==> config.mk <==
export PLATFORM = sky130hd
export DESIGN_NAME = acq_bank_scheduler_flat
export DESIGN_NICKNAME = d
export VERILOG_FILES = /design/src/rtl/acq_bank_scheduler_pkg.sv /design/src/rtl/acq_bank_scheduler_if.sv /design/src/rtl/acq_bank_scheduler_busy.sv /design/src/rtl/acq_bank_scheduler.sv /design/src/flat_wrapper.sv
export SDC_FILE = /design/constraint.sdc
export NUM_CORES = 1
export LEC_CHECK = 0
export CORE_MARGIN = 3
export CORE_UTILIZATION = 35
export DETAILED_ROUTE_END_ITERATION = 10
export GPL_ROUTABILITY_DRIVEN = 0
export MAX_ROUTING_LAYER = met4
export PLACE_DENSITY_LB_ADDON = 0.25
export RECOVER_POWER = 100
export SLEW_MARGIN = 40
export SYNTH_ARGS = -nofsm -noshare
export SYNTH_HDL_FRONTEND = slang
export SYNTH_SLANG_ARGS = --single-unit
==> constraint.sdc <==
create_clock -name clk -period 1.55 [get_ports clk]
set_input_delay 0.3875 -clock clk [delete_from_list [all_inputs] [get_ports clk]]
set_output_delay 0.3875 -clock clk [all_outputs]
set_load 0.005 [all_outputs]
==> src/rtl/acq_bank_scheduler_pkg.sv <==
// Shared types and constants for the two-bank acquisition scheduler.
// Optional drop counter is enabled by defining ACQ_DROP_COUNT_EN.
package acq_pkg;

  localparam int DEPTH_DEF = 200;
  localparam int ADDR_W    = 9;
  localparam int BANK_BIT  = 8;
  localparam int IDX_W     = BANK_BIT;

  typedef enum logic [2:0] {
    ST_IDLE   = 3'd0,
    ST_WRITE  = 3'd1,
    ST_SWITCH = 3'd2,
    ST_DROP   = 3'd3,
    ST_CLOSE  = 3'd4
  } acq_state_e;

endpackage

==> src/rtl/acq_bank_scheduler_if.sv <==
// Sample-in / memory-write-out bundle of the acquisition scheduler.
// drop_count exists only when ACQ_DROP_COUNT_EN is defined.
interface acq_bank_scheduler_if import acq_pkg::*; #(parameter int DATA_W = 16);

  logic                  trigger;
  logic                  sample_valid;
  logic [DATA_W-1:0]     sample_data;
  logic [1:0]            bank_release;
  logic                  wr_en;
  logic [ADDR_W-1:0]     wr_addr;
  logic [DATA_W-1:0]     wr_data;
  logic                  bank0_full;
  logic                  bank1_full;
  logic                  memorization_completed;
  logic [IDX_W-1:0]      idx_final;
  logic                  overflow;
  logic [2:0]            state;
`ifdef ACQ_DROP_COUNT_EN
  logic [7:0]            drop_count;
`endif

  modport master (
    output trigger, sample_valid, sample_data, bank_release,
    input  wr_en, wr_addr, wr_data, bank0_full, bank1_full,
    input  memorization_completed, idx_final, overflow, state
`ifdef ACQ_DROP_COUNT_EN
    , input drop_count
`endif
  );

  modport slave (
    input  trigger, sample_valid, sample_data, bank_release,
    output wr_en, wr_addr, wr_data, bank0_full, bank1_full,
    output memorization_completed, idx_final, overflow, state
`ifdef ACQ_DROP_COUNT_EN
    , output drop_count
`endif
  );

endinterface

==> src/rtl/acq_bank_scheduler_busy.sv <==
// Per-bank busy flags: set when a bank is handed to readout, cleared on release.
module acq_bank_busy (
  input  logic       clk,
  input  logic       reset,
  input  logic [1:0] set_i,
  input  logic [1:0] clr_i,
  output logic [1:0] busy_o
);

  logic [1:0] busy_q;

  // Set has priority so a bank just filled is never lost to a stale release.
  always_ff @(posedge clk or posedge reset) begin
    if (reset) busy_q <= 2'b00;
    else       busy_q <= set_i | (busy_q & ~clr_i);
  end

  assign busy_o = busy_q;

endmodule

==> src/rtl/acq_bank_scheduler.sv <==
// Ping-pong bank writer for event-triggered sample capture.
// Define ACQ_DROP_COUNT_EN to add a saturating dropped-sample counter.
//   state  | meaning
//   IDLE   | waiting for trigger
//   WRITE  | storing samples into wr_bank
//   SWITCH | one cycle: bank just filled, flip to the other bank
//   DROP   | target bank still in readout, samples discarded
//   CLOSE  | one cycle: event ended mid-bank, hand bank to readout
module acq_bank_scheduler import acq_pkg::*; #(
  parameter int DEPTH  = DEPTH_DEF,
  parameter int DATA_W = 16
) (
  input logic                 clk,
  input logic                 reset,
  acq_bank_scheduler_if.slave bus
);

  localparam logic [IDX_W-1:0] LAST = IDX_W'(DEPTH - 1);

  acq_state_e        state_q, state_d;
  logic              bank_q, bank_d;
  logic [IDX_W-1:0]  idx_q, idx_d;
  logic              wr_en_q, wr_en_d;
  logic [ADDR_W-1:0] wr_addr_q, wr_addr_d;
  logic [DATA_W-1:0] wr_data_q, wr_data_d;
  logic [1:0]        full_q, full_d;
  logic              done_q, done_d;
  logic [IDX_W-1:0]  idx_final_q, idx_final_d;
  logic              ovf_q, ovf_d;
  logic              drop;
  logic [1:0]        set_busy, busy, busy_eff;

  acq_bank_busy u_busy (
    .clk    (clk),
    .reset  (reset),
    .set_i  (set_busy),
    .clr_i  (bus.bank_release),
    .busy_o (busy)
  );

  // A release arriving this cycle already frees the bank for the next decision.
  assign busy_eff = busy & ~bus.bank_release;

  always_comb begin
    state_d     = state_q;
    bank_d      = bank_q;
    idx_d       = idx_q;
    wr_en_d     = 1'b0;
    wr_addr_d   = wr_addr_q;
    wr_data_d   = wr_data_q;
    full_d      = 2'b00;
    done_d      = 1'b0;
    idx_final_d = idx_final_q;
    drop        = 1'b0;
    set_busy    = 2'b00;
    case (state_q)
      ST_IDLE: begin
        if (bus.trigger) state_d = busy_eff[bank_q] ? ST_DROP : ST_WRITE;
      end
      ST_WRITE: begin
        if (bus.sample_valid) begin
          wr_en_d   = 1'b1;
          wr_addr_d = {bank_q, idx_q};
          wr_data_d = bus.sample_data;
          if (idx_q == LAST) begin
            full_d[bank_q]   = 1'b1;
            set_busy[bank_q] = 1'b1;
            idx_d            = '0;
            state_d          = ST_SWITCH;
          end else begin
            idx_d = idx_q + 1'b1;
            if (!bus.trigger) state_d = ST_CLOSE;
          end
        end else if (!bus.trigger) begin
          state_d = (idx_q != '0) ? ST_CLOSE : ST_IDLE;
        end
      end
      ST_SWITCH: begin
        drop    = bus.sample_valid;
        bank_d  = ~bank_q;
        state_d = busy_eff[~bank_q] ? ST_DROP : ST_WRITE;
      end
      ST_DROP: begin
        drop = bus.sample_valid;
        if (!bus.trigger)           state_d = ST_IDLE;
        else if (!busy_eff[bank_q]) state_d = ST_WRITE;
      end
      ST_CLOSE: begin
        done_d           = 1'b1;
        idx_final_d      = idx_q - 1'b1;
        set_busy[bank_q] = 1'b1;
        bank_d           = ~bank_q;
        idx_d            = '0;
        state_d          = ST_IDLE;
      end
      default: state_d = ST_IDLE;
    endcase
    ovf_d = ovf_q | drop;
  end

  always_ff @(posedge clk or posedge reset) begin
    if (reset) begin
      state_q     <= ST_IDLE;
      bank_q      <= 1'b0;
      idx_q       <= '0;
      wr_en_q     <= 1'b0;
      wr_addr_q   <= '0;
      wr_data_q   <= '0;
      full_q      <= 2'b00;
      done_q      <= 1'b0;
      idx_final_q <= '0;
      ovf_q       <= 1'b0;
    end else begin
      state_q     <= state_d;
      bank_q      <= bank_d;
      idx_q       <= idx_d;
      wr_en_q     <= wr_en_d;
      wr_addr_q   <= wr_addr_d;
      wr_data_q   <= wr_data_d;
      full_q      <= full_d;
      done_q      <= done_d;
      idx_final_q <= idx_final_d;
      ovf_q       <= ovf_d;
    end
  end

`ifdef ACQ_DROP_COUNT_EN
  logic [7:0] drop_cnt_q;

  always_ff @(posedge clk or posedge reset) begin
    if (reset)                              drop_cnt_q <= 8'd0;
    else if (drop && drop_cnt_q != 8'hFF)   drop_cnt_q <= drop_cnt_q + 8'd1;
  end

  assign bus.drop_count = drop_cnt_q;
`endif

  assign bus.wr_en                  = wr_en_q;
  assign bus.wr_addr                = wr_addr_q;
  assign bus.wr_data                = wr_data_q;
  assign bus.bank0_full             = full_q[0];
  assign bus.bank1_full             = full_q[1];
  assign bus.memorization_completed = done_q;
  assign bus.idx_final              = idx_final_q;
  assign bus.overflow               = ovf_q;
  assign bus.state                  = state_q;

endmodule

==> src/flat_wrapper.sv <==
// flat-port wrapper written by rule: the top's interface ports become plain ports
module acq_bank_scheduler_flat import acq_pkg::*;
#(
  parameter int DEPTH  = DEPTH_DEF,
  parameter int DATA_W = 16
)
  (clk, reset, bus_trigger, bus_sample_valid, bus_sample_data, bus_bank_release, bus_wr_en, bus_wr_addr, bus_wr_data, bus_bank0_full, bus_bank1_full, bus_memorization_completed, bus_idx_final, bus_overflow, bus_state);
  acq_bank_scheduler_if #(.DATA_W(DATA_W)) bus_i ();
  input logic clk;
  input logic reset;
  input wire logic [$bits(bus_i.trigger)-1:0] bus_trigger;
  input wire logic [$bits(bus_i.sample_valid)-1:0] bus_sample_valid;
  input wire logic [$bits(bus_i.sample_data)-1:0] bus_sample_data;
  input wire logic [$bits(bus_i.bank_release)-1:0] bus_bank_release;
  output wire logic [$bits(bus_i.wr_en)-1:0] bus_wr_en;
  output wire logic [$bits(bus_i.wr_addr)-1:0] bus_wr_addr;
  output wire logic [$bits(bus_i.wr_data)-1:0] bus_wr_data;
  output wire logic [$bits(bus_i.bank0_full)-1:0] bus_bank0_full;
  output wire logic [$bits(bus_i.bank1_full)-1:0] bus_bank1_full;
  output wire logic [$bits(bus_i.memorization_completed)-1:0] bus_memorization_completed;
  output wire logic [$bits(bus_i.idx_final)-1:0] bus_idx_final;
  output wire logic [$bits(bus_i.overflow)-1:0] bus_overflow;
  output wire logic [$bits(bus_i.state)-1:0] bus_state;
  assign bus_i.trigger = bus_trigger;
  assign bus_i.sample_valid = bus_sample_valid;
  assign bus_i.sample_data = bus_sample_data;
  assign bus_i.bank_release = bus_bank_release;
  assign bus_wr_en = bus_i.wr_en;
  assign bus_wr_addr = bus_i.wr_addr;
  assign bus_wr_data = bus_i.wr_data;
  assign bus_bank0_full = bus_i.bank0_full;
  assign bus_bank1_full = bus_i.bank1_full;
  assign bus_memorization_completed = bus_i.memorization_completed;
  assign bus_idx_final = bus_i.idx_final;
  assign bus_overflow = bus_i.overflow;
  assign bus_state = bus_i.state;
  acq_bank_scheduler #(.DEPTH(DEPTH), .DATA_W(DATA_W)) u_core (.clk(clk), .reset(reset), .bus(bus_i));
endmodule
==> reports/results.md <==
| Item | Reported |
| --- | --- |
| Outcome | finished, final reports clean |
| FMAX | 669 MHz |
| Netlist area before placement | 2320 um2 |
| RSZ-0062 raised after global routing | no |
| Ratio of cells with drive above 1 in the final layout | 0.156 |
| Number of global-route vias before repair | 1880 |
| Area growth syn-to-layout | 41.1% |
| Number of unique standard cell types used by synthesis | 38 |
| Port Buffer Count | 62 |
| Largest incremental delay on the critical path | 0.50 ns |
| Remaining antenna violation count | 0 |
| Number of top-level pins | 63 |
| DRC violations left | 0 |
| H-tree levels | 2 |
| Die area | 7640 um2 |
| Post-route clock skew | 0.00895 ns |
| Clk Tree Root Cell | sky130_fd_sc_hd__clkbuf_8 |
| Highest ir drop seen on vdd | 714 uV |
| Standby leakage power | 1.60 nW |
| Area share of the largest cell type after synthesis | 0.561 |
| Share of flip-flops with an asynchronous set or reset after synthesis | 1.00 |
| Vias per Instance | 4.79 |
| Cell count after synthesis | 246 |
| Type of the most critical hold path | reg -> reg |
| Initial core utilization | 0.363 |
| Clock insertion delay at the later pin of the skew report | 0.30 ns |
| Post-Synth Simple-Gate Area | 0.258 |
| Crit end category | flop |
| Sequential element share of the synthesized area | 0.561 |
| Most frequent cells after synthesis | 80 x sky130_fd_sc_hd__nand2_1, 52 x sky130_fd_sc_hd__dfrtp_1, 21 x sky130_fd_sc_hd__nor2_1, 12 x sky130_fd_sc_hd__a21oi_1, 9 x sky130_fd_sc_hd__buf_2 |
| Total design power | 4.65 mW |
| WL per Instance | 13.1 um |
| Data arrival time at the worst-slack endpoint | 1.73 ns |
| Power per standard cell area | 1420 nW/um2 |
| Slowest cell on crit path | sky130_fd_sc_hd__clkdlybuf4s50_1 |
| Global-route congestion overflow total | 0 |
| Library cell with the largest summed area after synthesis | sky130_fd_sc_hd__dfrtp_1 |
| Most numerous cell in the Yosys netlist | sky130_fd_sc_hd__nand2_1 |
| Clock tree from TritonCTS | done |
| Number of antenna violations at the first check in global routing | 0 |
| First-pass iteration count of the detailed router | 4 |
| Share of the cycle needed by the critical path after routing | 0.965 |
| Total clock buffers created by CTS | 5 |
| Clock buffer depth | 2 |
| Floorplan core area | 6390 um2 |
| Type of the setup path with the least slack | in -> reg |
| Number of hold-repair buffers added at the cts stage | 0 |
| Number of setup violations in the final report | 0 |
| Buffering stage count on the worst path with inverters included | 2 |
| Parity-gate share of the synthesized area counting xor and xnor cells | 0.0416 |
| Initial detailed-routing violation count | 76 |
| Overall die width | 87.4 um |
| Worst Tran Pin Value | 0.704 ns |
| Combinational family with the most area after synthesis | simple AND/OR/NAND/NOR gates |
| Number of enable flip-flop cells after synthesis | 0 |
| Final standard cell utilization of the core | 0.512 |
| Sum of routed wire length over all layers | 5390 um |
| Floorplan die height | 87.4 um |
| Number of warning messages in the yosys log | 0 |
| Wire length of the first global-routing pass | 8800 um |
| Critical Path, Cell by Cell | clkdlybuf4s50_1 > nand4bb_2 > inv_6 > nand4b_1 > mux2_2 > a21oi_2 |
| Sink Count | 52 |
| Count of standard-cell rows | 29 |
| Net count, final | 358 |
| Number of vias in the routed layout | 1965 |
| Final Worst Setup Slack | 0.0542 ns |
| Aggregate global-route resource usage | 0.151 |
| Worst-case headroom to the max-slew limit | 0.531 |
| Synthesized-area fraction occupied by ao, oa, aoi and oai cells | 0.0777 |
| Number of pins with negative max-slew slack in the final report | 0 |
| Clock-pin slew reported for the worst setup and hold paths after clock tree synthesis | 0.09 ns |
| Average footprint of a synthesized cell | 9.42 um2 |
| Worst Path Required | 1.78 ns |
| Top area cells in the synthesized netlist | sky130_fd_sc_hd__dfrtp_1 56%, sky130_fd_sc_hd__nand2_1 13%, sky130_fd_sc_hd__nor2_1 3.4% |
| Multiplexer fraction of the synthesized cell area | 0.00486 |
| Family with the most delay on the worst path | buffers and inverters |
| Largest net degree at the start of global routing | 53 |
| Worst setup slack after placement | -0.293 ns |
| Predominant post-synthesis flop cell | sky130_fd_sc_hd__dfrtp_1 |
| Post-synthesis net count | 271 |
| DPL Wire Length | 3700 um |
| Post-synthesis adder-cell area fraction | 0.0162 |
| FF+latch count, synth | 52 |
| MaxCap Viol Count | 0 |
| Final hold violations | 0 |
| # diodes | 0 |
| Final period demand of the worst path | 1.50 ns |
| Kind of start point of the critical path | primary input |
| Highest fanout seen on the critical path | 11 |
==> state kept, by name, summed over array words and instances (netlist names) <==
register / flops
u_core.bank_q: 1
u_core.bus.idx_final: 8
u_core.bus.memorization_completed: 1
u_core.bus.overflow: 1
u_core.bus.state: 3
u_core.bus.wr_addr: 9
u_core.bus.wr_data: 16
u_core.bus.wr_en: 1
u_core.full_q: 2
u_core.idx_q: 8
u_core.u_busy.busy_o: 2
==> cell usage in the layout, fill, tap and decap left out, types with 2 or more instances in the layout <==
cell type	instances
sky130_fd_sc_hd__nand3_1	6
sky130_fd_sc_hd__ha_1	3
sky130_fd_sc_hd__dfrtp_1	50
sky130_fd_sc_hd__nor3_1	2
sky130_fd_sc_hd__clkdlybuf4s25_1	12
sky130_fd_sc_hd__nand4b_1	2
sky130_fd_sc_hd__dfrtp_2	2
sky130_fd_sc_hd__nor2b_1	3
sky130_fd_sc_hd__buf_4	30
sky130_fd_sc_hd__o21ai_0	6
sky130_fd_sc_hd__o21bai_1	2
sky130_fd_sc_hd__a31oi_1	6
sky130_fd_sc_hd__clkbuf_8	5
sky130_fd_sc_hd__xor2_1	6
sky130_fd_sc_hd__nor2_1	21
sky130_fd_sc_hd__clkdlybuf4s50_1	20
sky130_fd_sc_hd__nand2b_1	2
sky130_fd_sc_hd__a21oi_1	11
sky130_fd_sc_hd__xnor2_1	5
sky130_fd_sc_hd__clkbuf_1	2
sky130_fd_sc_hd__clkbuf_4	2
sky130_fd_sc_hd__nand2_1	80
sky130_fd_sc_hd__dlygate4sd2_1	29
sky130_fd_sc_hd__inv_1	3
==> metal layers <==
layer  wire length (um)  GRT usage  vias up
li1                   -          -      972
met1               2440      0.196      944
met2               2620      0.233       38
met3                213     0.0331       11
met4                110     0.0516        0
met5                  0          -        -
==> final cells by class <==
| cell class | instances | area, um2 |
|---|---|---|
| Clock buffer | 6 | 72.6 |
| Clock inverter | 1 | 5.00 |
| Fill cell | 625 | 3110 |
| Inverter | 5 | 27.5 |
| Multi-Input combinational cell | 174 | 938 |
| Sequential cell | 52 | 1300 |
| Tap cell | 77 | 96.3 |
| Timing Repair Buffer | 95 | 828 |
==> worst reg2reg max path: cells and delay by family, from the launching register on <==
kind                      cells  cell delay, ns
AOI/OAI and AO/OA             1            0.09
DFF                           1            0.46
and+or+nand+nor               2            0.69
xor gates and xnor gates      1            0.18
==> path summary, 6_finish.rpt <==
| path | startpoint | to | slack, ns | cells after the start |
|---|---|---|---|---|
| worst max-delay path | bus_sample_valid | u_core.idx_q[7] | 0.05 | 6 |
| worst min-delay path | u_core.bus.wr_addr[5] | u_core.bus.wr_addr[5] | 0.47 | 2 |
| worst max register to register | u_core.bus.state[1] | u_core.bus.state[1] | 0.06 | 4 |
| worst min register to register | u_core.bus.wr_addr[5] | u_core.bus.wr_addr[5] | 0.47 | 2 |
| max in group asynchronous | reset | u_core.bus.state[1] | 0.25 | 3 |
| min in group asynchronous | reset | u_core.bus.wr_data[8] | 0.81 | 3 |
==> report_power, final <==
| group | switching, mW | leakage [nW] | internal (mW) |
|---|---|---|---|
| combinational | 0.853 | 0.900 | 1.04 |
| sequential | 0.248 | 0.660 | 1.78 |
| clock | 0.415 | 0.0410 | 0.308 |
==> repair_timing <==
item                                    in CTS  in global routing
resized for setup                           32                 18
setup buffers                                4                  6
endpoints found under the hold margin        0                  0
endpoints found under the setup margin      31                 22
pin swaps                                    0                  1
==> per-stage QoR <==
| step | TNS (ns) | hold WS, ns | instances | cell area (um2) |
|---|---|---|---|---|
| 2_1_floorplan | 0 | 0.443 | 246 | 2320 |
| 4_1_cts | 0 | 0.479 | 405 | 3240 |
| 5_1_grt | 0 | 0.503 | 410 | 3270 |
| 3_3_place_gp | -5.62 | 0.458 | 394 | 3160 |
| 3_5_place_dp | -6.00 | 0.462 | 394 | 3160 |
| 6_report | 0 | 0.474 | 410 | 3270 |
==> kinds of logic (layout without fill, tap and decap cells) <==
| family | after synthesis | after routing |
|---|---|---|
| XOR/XNOR | 11 | 11 |
| multiplexers | 1 | 1 |
| buffers and inverters | 20 | 107 |
| flip-flops | 52 | 52 |
| adder cells (fa/ha/maj) | 3 | 3 |
| AND/OR/NAND/NOR | 129 | 129 |
| AO/OA/AOI/OAI | 30 | 30 |
Note: power is estimated with default switching activity, not from simulation.
